File: src/rtl/vram_pkg.sv
// Shared state type and default framebuffer geometry for the VRAM arbiter.
package vram_pkg;
    localparam int H_SIZE_DEF  = 640;
    localparam int V_SIZE_DEF  = 480;
    localparam int ADDR_W_DEF  = 19;
    localparam int DATA_W_DEF  = 8;
    localparam int FB_SIZE_DEF = H_SIZE_DEF * V_SIZE_DEF;

    typedef enum logic [1:0] {IDLE, PEND, RDW, ACK} cpu_state_t;
endpackage

File: src/rtl/vram_addr_gen.sv
// Maps (x, y) to a linear framebuffer address and flags out-of-range
// coordinates; also bounds-checks a linear CPU address against the framebuffer.
module vram_addr_gen
    import vram_pkg::*;
#(
    parameter int H_SIZE = H_SIZE_DEF,
    parameter int V_SIZE = V_SIZE_DEF,
    parameter int ADDR_W = ADDR_W_DEF
) (
    input  logic [9:0]        x,
    input  logic [9:0]        y,
    input  logic [ADDR_W-1:0] lin_addr,
    output logic [ADDR_W-1:0] xy_addr,
    output logic              xy_oor,
    output logic              lin_oor
);
    localparam logic [ADDR_W-1:0] H_LIM  = ADDR_W'(H_SIZE);
    localparam logic [ADDR_W-1:0] FB_LIM = ADDR_W'(H_SIZE * V_SIZE);
    localparam logic [10:0]       X_LIM  = 11'(H_SIZE);
    localparam logic [10:0]       Y_LIM  = 11'(V_SIZE);

    // Product kept at ADDR_W bits; cannot overflow for in-range coordinates.
    assign xy_addr = ADDR_W'(y) * H_LIM + ADDR_W'(x);
    assign xy_oor  = ({1'b0, x} >= X_LIM) || ({1'b0, y} >= Y_LIM);
    assign lin_oor = (lin_addr >= FB_LIM);
endmodule

File: src/rtl/vram_arbiter.sv
// Single-port VRAM arbiter: VGA scanout has fixed priority, the CPU gets free slots.
// Build option: VRAM_WRITE_BUF_EN adds a one-entry posted write buffer.
module vram_arbiter
    import vram_pkg::*;
#(
    parameter int H_SIZE = H_SIZE_DEF,
    parameter int V_SIZE = V_SIZE_DEF,
    parameter int ADDR_W = ADDR_W_DEF,
    parameter int DATA_W = DATA_W_DEF
) (
    input  logic              clk,
    input  logic              reset,
    input  logic              vga_fetch,
    input  logic [9:0]        vga_x,
    input  logic [9:0]        vga_y,
    output logic [DATA_W-1:0] vga_col,
    input  logic              cpu_req,
    input  logic              cpu_we,
    input  logic [ADDR_W-1:0] cpu_addr,
    input  logic [DATA_W-1:0] cpu_wdata,
    output logic [DATA_W-1:0] cpu_rdata,
    output logic              cpu_ack,
    output logic [ADDR_W-1:0] mem_addr,
    output logic              mem_we,
    output logic [DATA_W-1:0] mem_wdata,
    input  logic [DATA_W-1:0] mem_rdata
);
    cpu_state_t        state_reg, state_next;
    logic [ADDR_W-1:0] xy_addr;
    logic              xy_oor, cpu_oor;
    logic              vga_hit, slot_free;
    logic              capture, issue_rd, issue_wr;
    logic              op_we_reg, op_oor_reg;
    logic [ADDR_W-1:0] op_addr_reg;
    logic [DATA_W-1:0] op_wdata_reg;
    logic              p1_fetch_reg, p1_hit_reg, p2_fetch_reg, p2_hit_reg;

    vram_addr_gen #(
        .H_SIZE (H_SIZE),
        .V_SIZE (V_SIZE),
        .ADDR_W (ADDR_W)
    ) u_addr_gen (
        .x        (vga_x),
        .y        (vga_y),
        .lin_addr (cpu_addr),
        .xy_addr  (xy_addr),
        .xy_oor   (xy_oor),
        .lin_oor  (cpu_oor)
    );

    assign vga_hit   = vga_fetch && !xy_oor;
    assign slot_free = !vga_hit;

`ifdef VRAM_WRITE_BUF_EN
    logic              buf_valid_reg;
    logic [ADDR_W-1:0] buf_addr_reg;
    logic [DATA_W-1:0] buf_wdata_reg;
    logic              buf_load_cpu, buf_load_op, buf_drain;

    assign buf_drain = buf_valid_reg && slot_free;
`endif

    always_ff @(posedge clk or posedge reset) begin
        if (reset) state_reg <= IDLE;
        else       state_reg <= state_next;
    end

    always_comb begin
        state_next = state_reg;
        capture    = 1'b0;
        issue_rd   = 1'b0;
        issue_wr   = 1'b0;
`ifdef VRAM_WRITE_BUF_EN
        buf_load_cpu = 1'b0;
        buf_load_op  = 1'b0;
`endif
        case (state_reg)
            IDLE: begin
                // cpu_ack high means the master is still showing the finished request.
                if (cpu_req && !cpu_ack) begin
                    capture    = 1'b1;
                    state_next = PEND;
`ifdef VRAM_WRITE_BUF_EN
                    if (cpu_we && !buf_valid_reg) begin
                        buf_load_cpu = !cpu_oor;
                        state_next   = ACK;
                    end
`endif
                end
            end
            PEND: begin
                if (op_oor_reg) begin
                    state_next = ACK;
`ifdef VRAM_WRITE_BUF_EN
                end else if (buf_valid_reg) begin
                    state_next = PEND;
                end else if (op_we_reg) begin
                    buf_load_op = 1'b1;
                    state_next  = ACK;
`else
                end else if (slot_free && op_we_reg) begin
                    issue_wr   = 1'b1;
                    state_next = ACK;
`endif
                end else if (slot_free) begin
                    issue_rd   = 1'b1;
                    state_next = RDW;
                end
            end
            RDW:     state_next = ACK;
            ACK:     state_next = IDLE;
            default: state_next = IDLE;
        endcase
    end

    always_ff @(posedge clk or posedge reset) begin
        if (reset) begin
            mem_addr     <= '0;
            mem_we       <= 1'b0;
            mem_wdata    <= '0;
            cpu_ack      <= 1'b0;
            cpu_rdata    <= '0;
            vga_col      <= '0;
            op_we_reg    <= 1'b0;
            op_oor_reg   <= 1'b0;
            op_addr_reg  <= '0;
            op_wdata_reg <= '0;
            p1_fetch_reg <= 1'b0;
            p1_hit_reg   <= 1'b0;
            p2_fetch_reg <= 1'b0;
            p2_hit_reg   <= 1'b0;
        end else begin
            mem_we  <= 1'b0;
            cpu_ack <= (state_reg == ACK);

            if (vga_hit) begin
                mem_addr <= xy_addr;
            end else if (issue_rd || issue_wr) begin
                mem_addr  <= op_addr_reg;
                mem_we    <= issue_wr;
                mem_wdata <= op_wdata_reg;
`ifdef VRAM_WRITE_BUF_EN
            end else if (buf_drain) begin
                mem_addr  <= buf_addr_reg;
                mem_we    <= 1'b1;
                mem_wdata <= buf_wdata_reg;
`endif
            end

            if (capture) begin
                op_we_reg    <= cpu_we;
                op_oor_reg   <= cpu_oor;
                op_addr_reg  <= cpu_addr;
                op_wdata_reg <= cpu_wdata;
            end

            // Read data arrives the cycle after RDW, so it is taken on leaving ACK.
            if (state_reg == ACK && !op_we_reg)
                cpu_rdata <= op_oor_reg ? '0 : mem_rdata;

            p1_fetch_reg <= vga_fetch;
            p1_hit_reg   <= vga_hit;
            p2_fetch_reg <= p1_fetch_reg;
            p2_hit_reg   <= p1_hit_reg;
            if (p2_fetch_reg)
                vga_col <= p2_hit_reg ? mem_rdata : '0;
        end
    end

`ifdef VRAM_WRITE_BUF_EN
    always_ff @(posedge clk or posedge reset) begin
        if (reset) begin
            buf_valid_reg <= 1'b0;
            buf_addr_reg  <= '0;
            buf_wdata_reg <= '0;
        end else if (buf_load_cpu) begin
            buf_valid_reg <= 1'b1;
            buf_addr_reg  <= cpu_addr;
            buf_wdata_reg <= cpu_wdata;
        end else if (buf_load_op) begin
            buf_valid_reg <= 1'b1;
            buf_addr_reg  <= op_addr_reg;
            buf_wdata_reg <= op_wdata_reg;
        end else if (buf_drain) begin
            buf_valid_reg <= 1'b0;
        end
    end
`endif
endmodule

File: config.mk
export PLATFORM = sky130hd
export DESIGN_NAME = vram_arbiter
export DESIGN_NICKNAME = d
export VERILOG_FILES = /design/src/rtl/vram_pkg.sv /design/src/rtl/vram_addr_gen.sv /design/src/rtl/vram_arbiter.sv
export SDC_FILE = /design/constraint.sdc
export NUM_CORES = 1
export LEC_CHECK = 0
export ABC_AREA = 1
export CELL_PAD_IN_SITES_DETAIL_PLACEMENT = 1
export CELL_PAD_IN_SITES_GLOBAL_PLACEMENT = 2
export CORE_MARGIN = 10
export CORE_UTILIZATION = 29
export CTS_CLUSTER_SIZE = 20
export DETAILED_ROUTE_END_ITERATION = 12
export PLACE_DENSITY_LB_ADDON = 0.25
export SETUP_SLACK_MARGIN = 0.4
export SYNTH_ARGS = -nofsm -noshare
export SYNTH_HDL_FRONTEND = slang
export SYNTH_HIERARCHICAL = 1
export SYNTH_SLANG_ARGS = --single-unit
File: constraint.sdc
create_clock -name clk -period 2.87 [get_ports clk]
set_input_delay 0.574 -clock clk [delete_from_list [all_inputs] [get_ports clk]]
set_output_delay 0.574 -clock clk [all_outputs]
set_load 0.03 [all_outputs]
-- Word level (Yosys, flattened, before mapping)
Index checks and enable logic that the tools add are counted.
- memory bits (writable): 0
- latch bits: 0
- memories kept: 0
- register bits: 80
- word-level logic and storage cells: 60
- input bits: 60
- ROM bits: 0
- divide/modulo/power cells: 0
- bitwise operators: 1
- order comparisons: 3
- shift operators: 0
- reduce and logical (&&, ||, !) cells: 14
- $add $sub $neg: 1
- $mul: 1
- mux-type cells: 20
- equal/unequal tests: 5
- operator list (operator ; count):
    $mux W19 ; 2
    $add A19 B10 Y19 ; 1
    $ge A19 B19 Y1 const B ; 1
    $mux W8 ; 2
    $mul A10 B3 Y12 const B ; 1
    $mux W1 ; 11
    $ge A10 B10 Y1 const B ; 1
    $ge A10 B9 Y1 const B ; 1
    $mux W2 ; 4
    $pmux W2 S4 ; 1
    $eq A2 B2 Y1 const B ; 2
    $logic_and A1 B1 Y1 ; 4
    $logic_not A1 Y1 ; 4
    $ne A4 B4 Y1 const B ; 1
    $reduce_and A2 Y1 ; 2
    $eq A2 B1 Y1 const B ; 1
    $logic_not A2 Y1 ; 1
    $logic_or A1 B1 Y1 ; 2
    $ne A2 B2 Y1 const B ; 1
    $reduce_bool A2 Y1 ; 1
    $not A1 Y1 ; 1

-- Logic depth before layout (Yosys ltp)
Gate-level depths: netlist of the first run.
- depth in word-level cells: 12
- depth in mapped cells: 16

-- By module
Netlist of the first run, hierarchy kept.
- by module, submodules not included (module ; area each (um2) ; cells an instance ; times used ; seq. area each (um2)):
    vram_arbiter ; 3382.0 ; 357 ; 1 ; 2001.9
    vram_addr_gen ; 888.4 ; 140 ; 1 ; 0.0

-- Least setup slack after synthesis of the first run
No wires, ideal clock.
- kind: input to register
- start: in vga_y[1]
- end: reg mem_addr[17]
- stages: 12
- path buffers: 0
- library setup time: 0.124 ns
- setup slack: 0.364 ns
- arrival time: 2.381 ns
- path through: ha_1 ha_1 fa_1 xor2_1 nand2_2 nor2_2 nand2_2 nor2_4 nand3_2 xnor2_1 nand2_1 nand3_1
- elaborated cells on any way between the ends: 18
- RTL lines (element ; line ; source):
    start, declared ; vram_arbiter.sv:15 ; input logic [9:0] vga_y,
    $mul A10 B3 Y12 ; vram_addr_gen.sv:23 ; assign xy_addr = ADDR_W'(y) * H_LIM + ADDR_W'(x);
    $add A19 B10 Y19 ; vram_addr_gen.sv:23 ;
    net xy_addr[17] ; vram_arbiter.sv:29 ; logic [ADDR_W-1:0] xy_addr;
    $mux W19 ; vram_arbiter.sv:136 ; if (vga_hit) begin
    end signal, assigned ; vram_arbiter.sv:137 ; mem_addr <= xy_addr;
    end signal, assigned ; vram_arbiter.sv:139 ; mem_addr <= op_addr_reg;
    end, declared ; vram_arbiter.sv:23 ; output logic [ADDR_W-1:0] mem_addr,
The timed path passes the listed nets, and every way through them passes these cells.
A chain may end at the register's enable or synchronous reset.

-- Worst setup path in the final report of the first run
- start: in vga_x[7]
- end: reg mem_addr[17]
- elaborated cells on any way between the ends: 17
- RTL lines (element ; line ; source):
    start, declared ; vram_arbiter.sv:14 ; input logic [9:0] vga_x,
    $add A19 B10 Y19 ; vram_addr_gen.sv:23 ;
    net xy_addr[17] ; vram_arbiter.sv:29 ;
    $mux W19 ; vram_arbiter.sv:136 ;
The timed path passes the listed nets, and every way through them passes these cells.

==> out/metrics.csv, run 1 <==
metric,value,unit
status,"finished, final reports clean",
min_period,2.32,ns
final_cells,800,
ys_seq_area_share,46.9,%
gp_congestion,0.767,
p_leak,0.00294,uW
maxSlewViolCount,0,
synth_top_cell_area_share,46.9,%
clk_pin_slew,0.06,ns
rsz0062_at_grt,false,
grt_pass1_vias,3980,
dr.pass1.iters,4,
hp-class,reg -> reg,
synth_edf_count,0,
crit_path_start_kind,input pin,
synth_area,4270,um2
synth.most_common_cell,nand2_1,
r2r_cells,7,
drive_gt1_share,17.7,%
timing.fmax,431,MHz
insertion_delay,0.34,ns
grt_overflow,0,
period_share,80.9,%
grt_first_pass_wirelength,20.1,mm
grt_usage,12.5,%
clkSinkCount,80,
cp_max_fo,2,
synth-main-ff-cell,dfrtp_1,
place_area,5530,um2
worstSetupPathType,in -> reg,
worstReg2RegEnd,mem_wdata[5]$_DFFE_PP0P_,
final_nets,696,
fin_area,6060,um2
post_drt_wl_per_cell,15.2,um
yosys.cell_types.count,29,
hp-start,p1_fetch_reg$_DFF_PP0_,
grt_max_degree,59,
synthToLayoutAreaGrowth,42.0,%
fp.dieH,141,um
root_buffer,clkbuf_16,
cts_tree,done,
dpl.hpwl,9.25,mm
whs_path_depth,0,
io_pins,105,
start_util,29.5,%
final_core_util,41.9,%
die-area,20000,um2
vias,3602,
synth_area_leaders,"dfrtp_1, nand2_1, ha_1",
synth_seq_cells,80,
ir_worst_vdd,0.307,mV
drv_cap,0,
port_buffers,104,
rrSetupSlack,1.18,ns
die_w,141,um
timing.rr.start,state_reg[1]$_DFFE_PP0P_,
hold_violations,0,
tightest_slew,0.689,ns
yosysTopAreaCell,dfrtp_1,
postSynth.asyncResetShare,100,%
drc_errors,0,
core,14500,um2
crit_arrival,2.54,ns
syn_nets,582,
powerDensity,871,nW/um2
numCtsBuffers,9,
num_rows,44,
htreeDepth,3,
ys_top_cells_by_count,"nand2_1, dfrtp_1, inv_1",
grt_antenna_before_repair,0,
yosysWarnings,6,
dp.cells,779,
endpoint_kind,flop,
required,3.09,ns
final-setup-viol-count,0,
finalClockSkew,0.00384,ns
hold_end,p2_fetch_reg$_DFF_PP0_,
antenna_cells,0,
relSlewSlack,54.0,%
clk_path_buf_depth,2,
synthCells,497,
postRouteAntennaNets,0,
avgSynthCellArea,8.59,um2
drt_iter0_drc,168,
routed_wl,12.2,mm
via_per_inst,4.50,
[logic make-up after synthesis]
| kind of cell | synth area share (%) |
|---|---|
| and+or+nand+nor | 24.9 |
| adders and majority gates | 7.68 |
| DFF | 46.9 |
| xor gates and xnor gates | 1.85 |
| buffers and inverters | 10.5 |
| AOI/OAI and AO/OA | 8.17 |
[area by class of cell]
class                      instances  area [um2]
multi-input combinational        323        2010
tap                              184         230
clock buffer                      11         233
sequential                        80        2000
inverter                          72         274
clock inverter                     5        81.3
fill                            1684        8420
timing repair buffer             125        1230
[cells in the final DEF (no fill, tap or decap), types with 2 or more instances in the layout]
| master | Yosys | routed |
|---|---|---|
| nand2_1 | 128 | 122 |
| clkdlybuf4s50_1 | 0 | 96 |
| dfrtp_1 | 80 | 80 |
| inv_1 | 67 | 66 |
| o21ai_0 | 40 | 39 |
| nand3_1 | 37 | 34 |
| nand2_2 | 14 | 20 |
| buf_4 | 9 | 19 |
| nor2_1 | 19 | 18 |
| nand3_2 | 13 | 16 |
| ha_1 | 23 | 12 |
| a21oi_1 | 12 | 10 |
| ha_4 | 0 | 10 |
| clkbuf_16 | 0 | 9 |
| o21ai_2 | 6 | 7 |
| inv_2 | 5 | 5 |
| nor2_4 | 4 | 5 |
| nand4_1 | 5 | 5 |
| xnor2_1 | 4 | 4 |
| xor2_1 | 5 | 4 |
| o21ai_1 | 3 | 3 |
| nor2_2 | 2 | 3 |
| clkdlybuf4s15_1 | 0 | 3 |
| dlymetal6s2s_1 | 0 | 3 |
| clkinvlp_4 | 0 | 2 |
| clkbuf_1 | 3 | 2 |
| bufinv_16 | 0 | 2 |
| dlygate4sd2_1 | 0 | 2 |
| buf_12 | 1 | 2 |
| a21oi_2 | 0 | 2 |
| fa_2 | 0 | 2 |
[layer usage]
metal / vias to the layer above / GRT usage, % / part of all wire [%]
met3: 13 / 3.54 / 4.9
met2: 73 / 21.1 / 49
met1: 1727 / 14.8 / 45
met4: 0 / 4.40 / 1.4
met5: - / 0 / 0
li1: 1789 / - / -
[critical path, stage by stage]
cell	delay, ns
clkdlybuf4s50_1	0.49
ha_1	0.17
inv_1	0.06
fa_2	0.37
o21ai_2	0.14
nand2_2	0.10
nor2_4	0.12
nand2_2	0.07
nor2_4	0.10
nand3_2	0.08
xnor2_1	0.12
nand2_1	0.06
nand3_1	0.08
[how the worst max path moves through the flow]
| stage | endpoint | slack [ns] | startpoint | cells past startpoint |
|---|---|---|---|---|
| after floorplan | mem_addr[18]$_DFFE_PP0P_ | 0.41 | vga_y[1] | 13 |
| after global placement | mem_addr[18]$_DFFE_PP0P_ | -0.12 | vga_y[1] | 14 |
| after detailed placement | mem_addr[18]$_DFFE_PP0P_ | -0.20 | vga_y[1] | 14 |
| after CTS | mem_addr[18]$_DFFE_PP0P_ | 0.38 | vga_y[5] | 14 |
| after global routing | mem_addr[17]$_DFFE_PP0P_ | 0.40 | vga_x[7] | 13 |
| final | mem_addr[17]$_DFFE_PP0P_ | 0.55 | vga_x[7] | 13 |
[timing repair]
| action | in CTS | in global routing |
|---|---|---|
| endpoints found under the setup margin | 15 | 5 |
| cloned | 1 | 0 |
| pin swaps | 9 | 13 |
| buffers inserted | 0 | 4 |
| hold buffers | 0 | 0 |
| gates resized for setup | 19 | 22 |
[stage by stage]
stage	power [uW]	worst slack (ns)	setup TNS, ns	hold WS (ns)
floorplan	3230	0.414	0	0.331
global placement	4000	-0.124	-0.303	0.333
detailed placement	4070	-0.200	-0.595	0.338
CTS	5360	0.383	0	0.354
global route	5700	0.403	0	0.366
finish	5280	0.547	0	0.353
[power breakdown]
group          switching, uW  internal (uW)  leakage, uW
clock network            457            762     0.000150
registers                261           1560     0.000998
logic                   1330            901      0.00179
Note: power is estimated with default switching activity, not from simulation.
==> run 2, diff against run 1 <==
--- a/config.mk
+++ b/config.mk
@@ -9,7 +9,7 @@
 export CELL_PAD_IN_SITES_DETAIL_PLACEMENT = 1
 export CELL_PAD_IN_SITES_GLOBAL_PLACEMENT = 2
 export CORE_MARGIN = 10
-export CORE_UTILIZATION = 29
+export CORE_UTILIZATION = 26
 export CTS_CLUSTER_SIZE = 20
 export DETAILED_ROUTE_END_ITERATION = 12
 export PLACE_DENSITY_LB_ADDON = 0.25
==> constraint.sdc (replaced) <==
create_clock -name clk -period 1.9 [get_ports clk]
set_input_delay 0.38 -clock clk [delete_from_list [all_inputs] [get_ports clk]]
set_output_delay 0.38 -clock clk [all_outputs]
set_load 0.03 [all_outputs]
==> out/metrics.csv, run 2 (synthesis results as in run 1) <==
metric,value,unit
status,finished with violations,
endpoint_kind,flop,
num_rows,46,
final_cell_mix,"nand2_1, dfrtp_1, inv_1, clkdlybuf4s50_1, o21ai_0",
grt_usage,11.6,%
drv_cap,0,
period_share,104,%
gp_congestion,0.759,
p_leak,0.00310,uW
dpl.hpwl,9.36,mm
clk_pin_slew,0.07,ns
crit_path_start_kind,input pin,
slowest_stage,fa_2,
finalClockSkew,0.00848,ns
final_nets,711,
final_common_cell,nand2_1,
grt_overflow,0,
worstSetupPathType,in -> reg,
drt_iter0_drc,138,
io_pins,105,
grt_max_degree,59,
tightest_slew,0.419,ns
dp.cells,823,
clk_path_buf_depth,2,
die-area,21900,um2
postCtsHoldBufs,0,
postRouteAntennaNets,0,
crit_arrival,2.19,ns
drive_gt1_share,26.2,%
grt_antenna_before_repair,0,
whs,0.347,ns
fin_area,6340,um2
timing.fmax,508,MHz
port_buffers,104,
relSlewSlack,72.1,%
setup_tns,-0.194,ns
drc_errors,0,
hold_violations,0,
powerDensity,1250,nW/um2
vias,3651,
via_per_inst,4.32,
core,16000,um2
rsz0062_at_grt,true,
maxSlewViolCount,0,
final_core_util,39.6,%
fp.dieH,148,um
die_w,148,um
setup_slack,-0.0702,ns
grt_first_pass_wirelength,20.7,mm
root_buffer,clkbuf_16,
required,2.12,ns
antenna_cells,0,
crit_chain,"buf_8, ha_4, ha_4, fa_2, xor2_4, nand2_4, nor2_4, nand3_2, nor2_4, nand4_1, nand2_1, inv_1, nand2_1, nand3_1",
place_area,5760,um2
min_period,1.97,ns
final_cells,846,
cts_tree,done,
final-setup-viol-count,4,
post_drt_wl_per_cell,15.5,um
rrSetupSlack,0.50,ns
insertion_delay,0.34,ns
cp_max_fo,3,
start_util,26.7,%
clkSinkCount,80,
htreeDepth,3,
failed_checks,negative setup slack,
grt_pass1_vias,4070,
max_stage_delay,0.41,ns
ir_worst_vdd,0.567,mV
dr.pass1.iters,5,
routed_wl,13.1,mm
numCtsBuffers,9,
synthToLayoutAreaGrowth,48.4,%
hp-class,in -> async,
-- run 2: changes by cell type in the layout (fill, tap and decap cells not counted), sizes merged, moves of 2 or more --
cell           before  now
dlymetal6s2s        3    0
clkdlybuf4s50      96   46
bufinv              2    0
dlygate4sd2         2    6
clkbuf             11   27
clkdlybuf4s15       3   31
clkinv              2    4
buf                21   41
-- run 2: metal layers --
metal  vias up  global-route usage (%)  wire length, um
met4         0                    4.01              168
met2        65                    19.3             6410
met1      1759                    13.9             5900
met5         -                       0                0
met3        12                    3.31              600
li1       1815                       -                -
-- run 2: layout make-up --
| cell class | instances | area (um2) |
|---|---|---|
| fill | 1874 | 9660 |
| multi-input combinational | 322 | 2160 |
| sequential | 80 | 2000 |
| timing repair buffer | 141 | 1360 |
| inverter | 72 | 279 |
| tap | 216 | 270 |
| clock buffer | 10 | 239 |
| clock inverter | 5 | 32.5 |
-- run 2: metrics by stage --
step	power (uW)	setup WS [ns]
final	7930	-0.0702
after global routing	8560	-0.196
after CTS	7910	-0.0942
after detailed placement	6320	-0.866
after global placement	6200	-0.819
after floorplan	4900	-0.232
-- run 2: critical path, delay by kind of cell --
kind	cells	cell delay (ns)
AND/OR/NAND/NOR	8	0.68
XOR/XNOR	1	0.19
buffers and inverters	2	0.13
adder cells (fa/ha/maj)	3	0.80
-- run 2: worst paths after layout --
check                                          from  depth (start not counted)                  endpoint
max in group asynchronous                     reset                          3  state_reg[0]$_DFFE_PP0P_
setup / recovery                           vga_y[3]                         14  mem_addr[18]$_DFFE_PP0P_
min in group clk               p1_hit_reg$_DFF_PP0_                          0      p2_hit_reg$_DFF_PP0_
hold reg to reg                p1_hit_reg$_DFF_PP0_                          0      p2_hit_reg$_DFF_PP0_
hold / removal                                reset                          2  mem_wdata[7]$_DFFE_PP0P_
setup reg to reg           state_reg[0]$_DFFE_PP0P_                          6    op_oor_reg$_DFFE_PP0P_
-- run 2: repair_timing --
item / 4_1_cts / 5_1_grt
resized for setup: 144 / 56
pin swaps: 23 / 15
buffers inserted: 2 / 3
hold endpoints to repair: 0 / 0
cloned: 0 / 3
setup endpoints to repair: 76 / 66
-- run 2: power by group --
group | internal [uW] | total [uW] | switching (uW)
combinational | 1370 | 3520 | 2140
clock | 914 | 1630 | 718
sequential | 2370 | 2780 | 418
==> run 3, diff against run 2 <==
==> constraint.sdc (replaced) <==
create_clock -name clk -period 1.9 [get_ports clk]
set_input_delay 0.19 -clock clk [delete_from_list [all_inputs] [get_ports clk]]
set_output_delay 0.19 -clock clk [all_outputs]
set_load 0.03 [all_outputs]
==> out/metrics.csv, run 3 (synthesis results as in run 1) <==
metric,value,unit
vias,3606,
finalClockSkew,0.00829,ns
rsz0062_at_grt,true,
io_pins,105,
detailedPlace.worstSlack,-0.674,ns
worstSetupPathType,in -> reg,
timing.fmax,561,MHz
via_per_inst,4.26,
setup_slack,0.119,ns
period_share,93.7,%
drt_iter0_drc,80,
hp-start,vga_x[7],
grt_first_pass_wirelength,20.3,mm
dpl.hpwl,9.14,mm
top_usage_layer,met2,
clk_pin_slew,0.06,ns
antenna_cells,0,
ir_worst_vdd,0.581,mV
die-area,21900,um2
grt_overflow,0,
gp_congestion,0.768,
drive_gt1_share,23.0,%
status,"finished, final reports clean",
maxSlewViolCount,0,
num_rows,46,
finalPower,8000,uW
powerDensity,1270,nW/um2
hp-class,in -> reg,
cp_max_fo,3,
core,16000,um2
drv_cap,0,
grt_usage,11.4,%
final_nets,710,
grt_antenna_before_repair,0,
timing.rr.start,state_reg[1]$_DFFE_PP0P_,
postCtsHoldBufs,0,
min_period,1.78,ns
clkSinkCount,80,
die_w,148,um
required,2.18,ns
final_core_util,39.3,%
fp.dieH,148,um
relSlewSlack,70.8,%
grt_max_degree,81,
endpoint_kind,flop,
clk_path_buf_depth,2,
crit_path_start_kind,input pin,
whs_path_depth,4,
hold_violations,0,
r2r_cells,8,
p_leak,0.00316,uW
port_buffers,104,
worstReg2RegEnd,mem_wdata[5]$_DFFE_PP0P_,
dr.pass1.iters,4,
final-setup-viol-count,0,
hold_end,mem_addr[7]$_DFFE_PP0P_,
postRouteAntennaNets,0,
crit_arrival,2.06,ns
use_met1,13.6,%
use_met2,18.6,%
rrSetupSlack,0.53,ns
drc_errors,0,
root_buffer,clkbuf_16,
grt_use_met3,4.07,%
start_util,26.7,%
numCtsBuffers,9,
tightest_slew,0.439,ns
final_common_cell,nand2_1,
insertion_delay,0.34,ns
final_cell_mix,"nand2_1, dfrtp_1, inv_1, dlygate4sd2_1, clkdlybuf4s50_1",
post_drt_wl_per_cell,14.4,um
whs,0.261,ns
grt_pass1_vias,4063,
routed_wl,12.2,mm
cts_tree,done,
htreeDepth,3,
synthToLayoutAreaGrowth,47.3,%
==> run 3: worst max-delay path by stage <==
stage	start	slack, ns	depth (start not counted)	to
floorplan	vga_y[1]	-0.04	12	mem_addr[17]$_DFFE_PP0P_
global placement	vga_y[1]	-0.63	14	mem_addr[18]$_DFFE_PP0P_
detailed placement	vga_y[1]	-0.67	13	mem_addr[17]$_DFFE_PP0P_
CTS	vga_y[3]	0.1	14	mem_addr[18]$_DFFE_PP0P_
global route	vga_y[3]	0.02	14	mem_addr[18]$_DFFE_PP0P_
finish	vga_y[3]	0.12	13	mem_addr[16]$_DFFE_PP0P_
==> run 3: cell type report <==
| type | instances | area [um2] |
|---|---|---|
| fill | 1864 | 9710 |
| timing repair buffer | 140 | 1310 |
| inverter | 72 | 277 |
| sequential | 80 | 2000 |
| multi-input combinational | 322 | 2110 |
| clock buffer | 9 | 225 |
| clock inverter | 7 | 101 |
| tap | 216 | 270 |
==> run 3: what timing repair did <==
item	in CTS	in global routing
cloned	0	0
resized for setup	106	24
endpoints found under the setup margin	92	43
setup buffers	4	2
pin swaps	19	4
==> run 3: metrics by stage <==
step | setup TNS, ns | area [um2] | instances
after floorplan | -0.0661 | 4320 | 497
after global placement | -6.95 | 5740 | 824
after detailed placement | -7.31 | 5740 | 824
after CTS | 0 | 6210 | 844
after global routing | 0 | 6290 | 846
final | 0 | 6290 | 846
==> run 3: worst max-delay path, stage by stage <==
cell and delay, ns:
buf_8 0.10, ha_4 0.23, ha_4 0.16, fa_2 0.37
xor2_2 0.21, nand2_4 0.09, nor2_4 0.12, nand3_2 0.08
nor2_4 0.11, buf_4 0.12, xor2_1 0.14, nand2_1 0.07
nand3_1 0.06
==> run 3: routing by layer <==
layer / up-vias / wire (um)
met5: - / 0
met4: 0 / 153
met3: 13 / 681
met2: 74 / 5700
met1: 1706 / 5630
li1: 1813 / -
==> run 3: power breakdown <==
| group | leakage (uW) | internal [uW] | switching [uW] |
|---|---|---|---|
| Combinational | 0.00201 | 1270 | 2060 |
| Clock | 0.000153 | 1160 | 745 |
| Sequential | 0.000996 | 2360 | 393 |
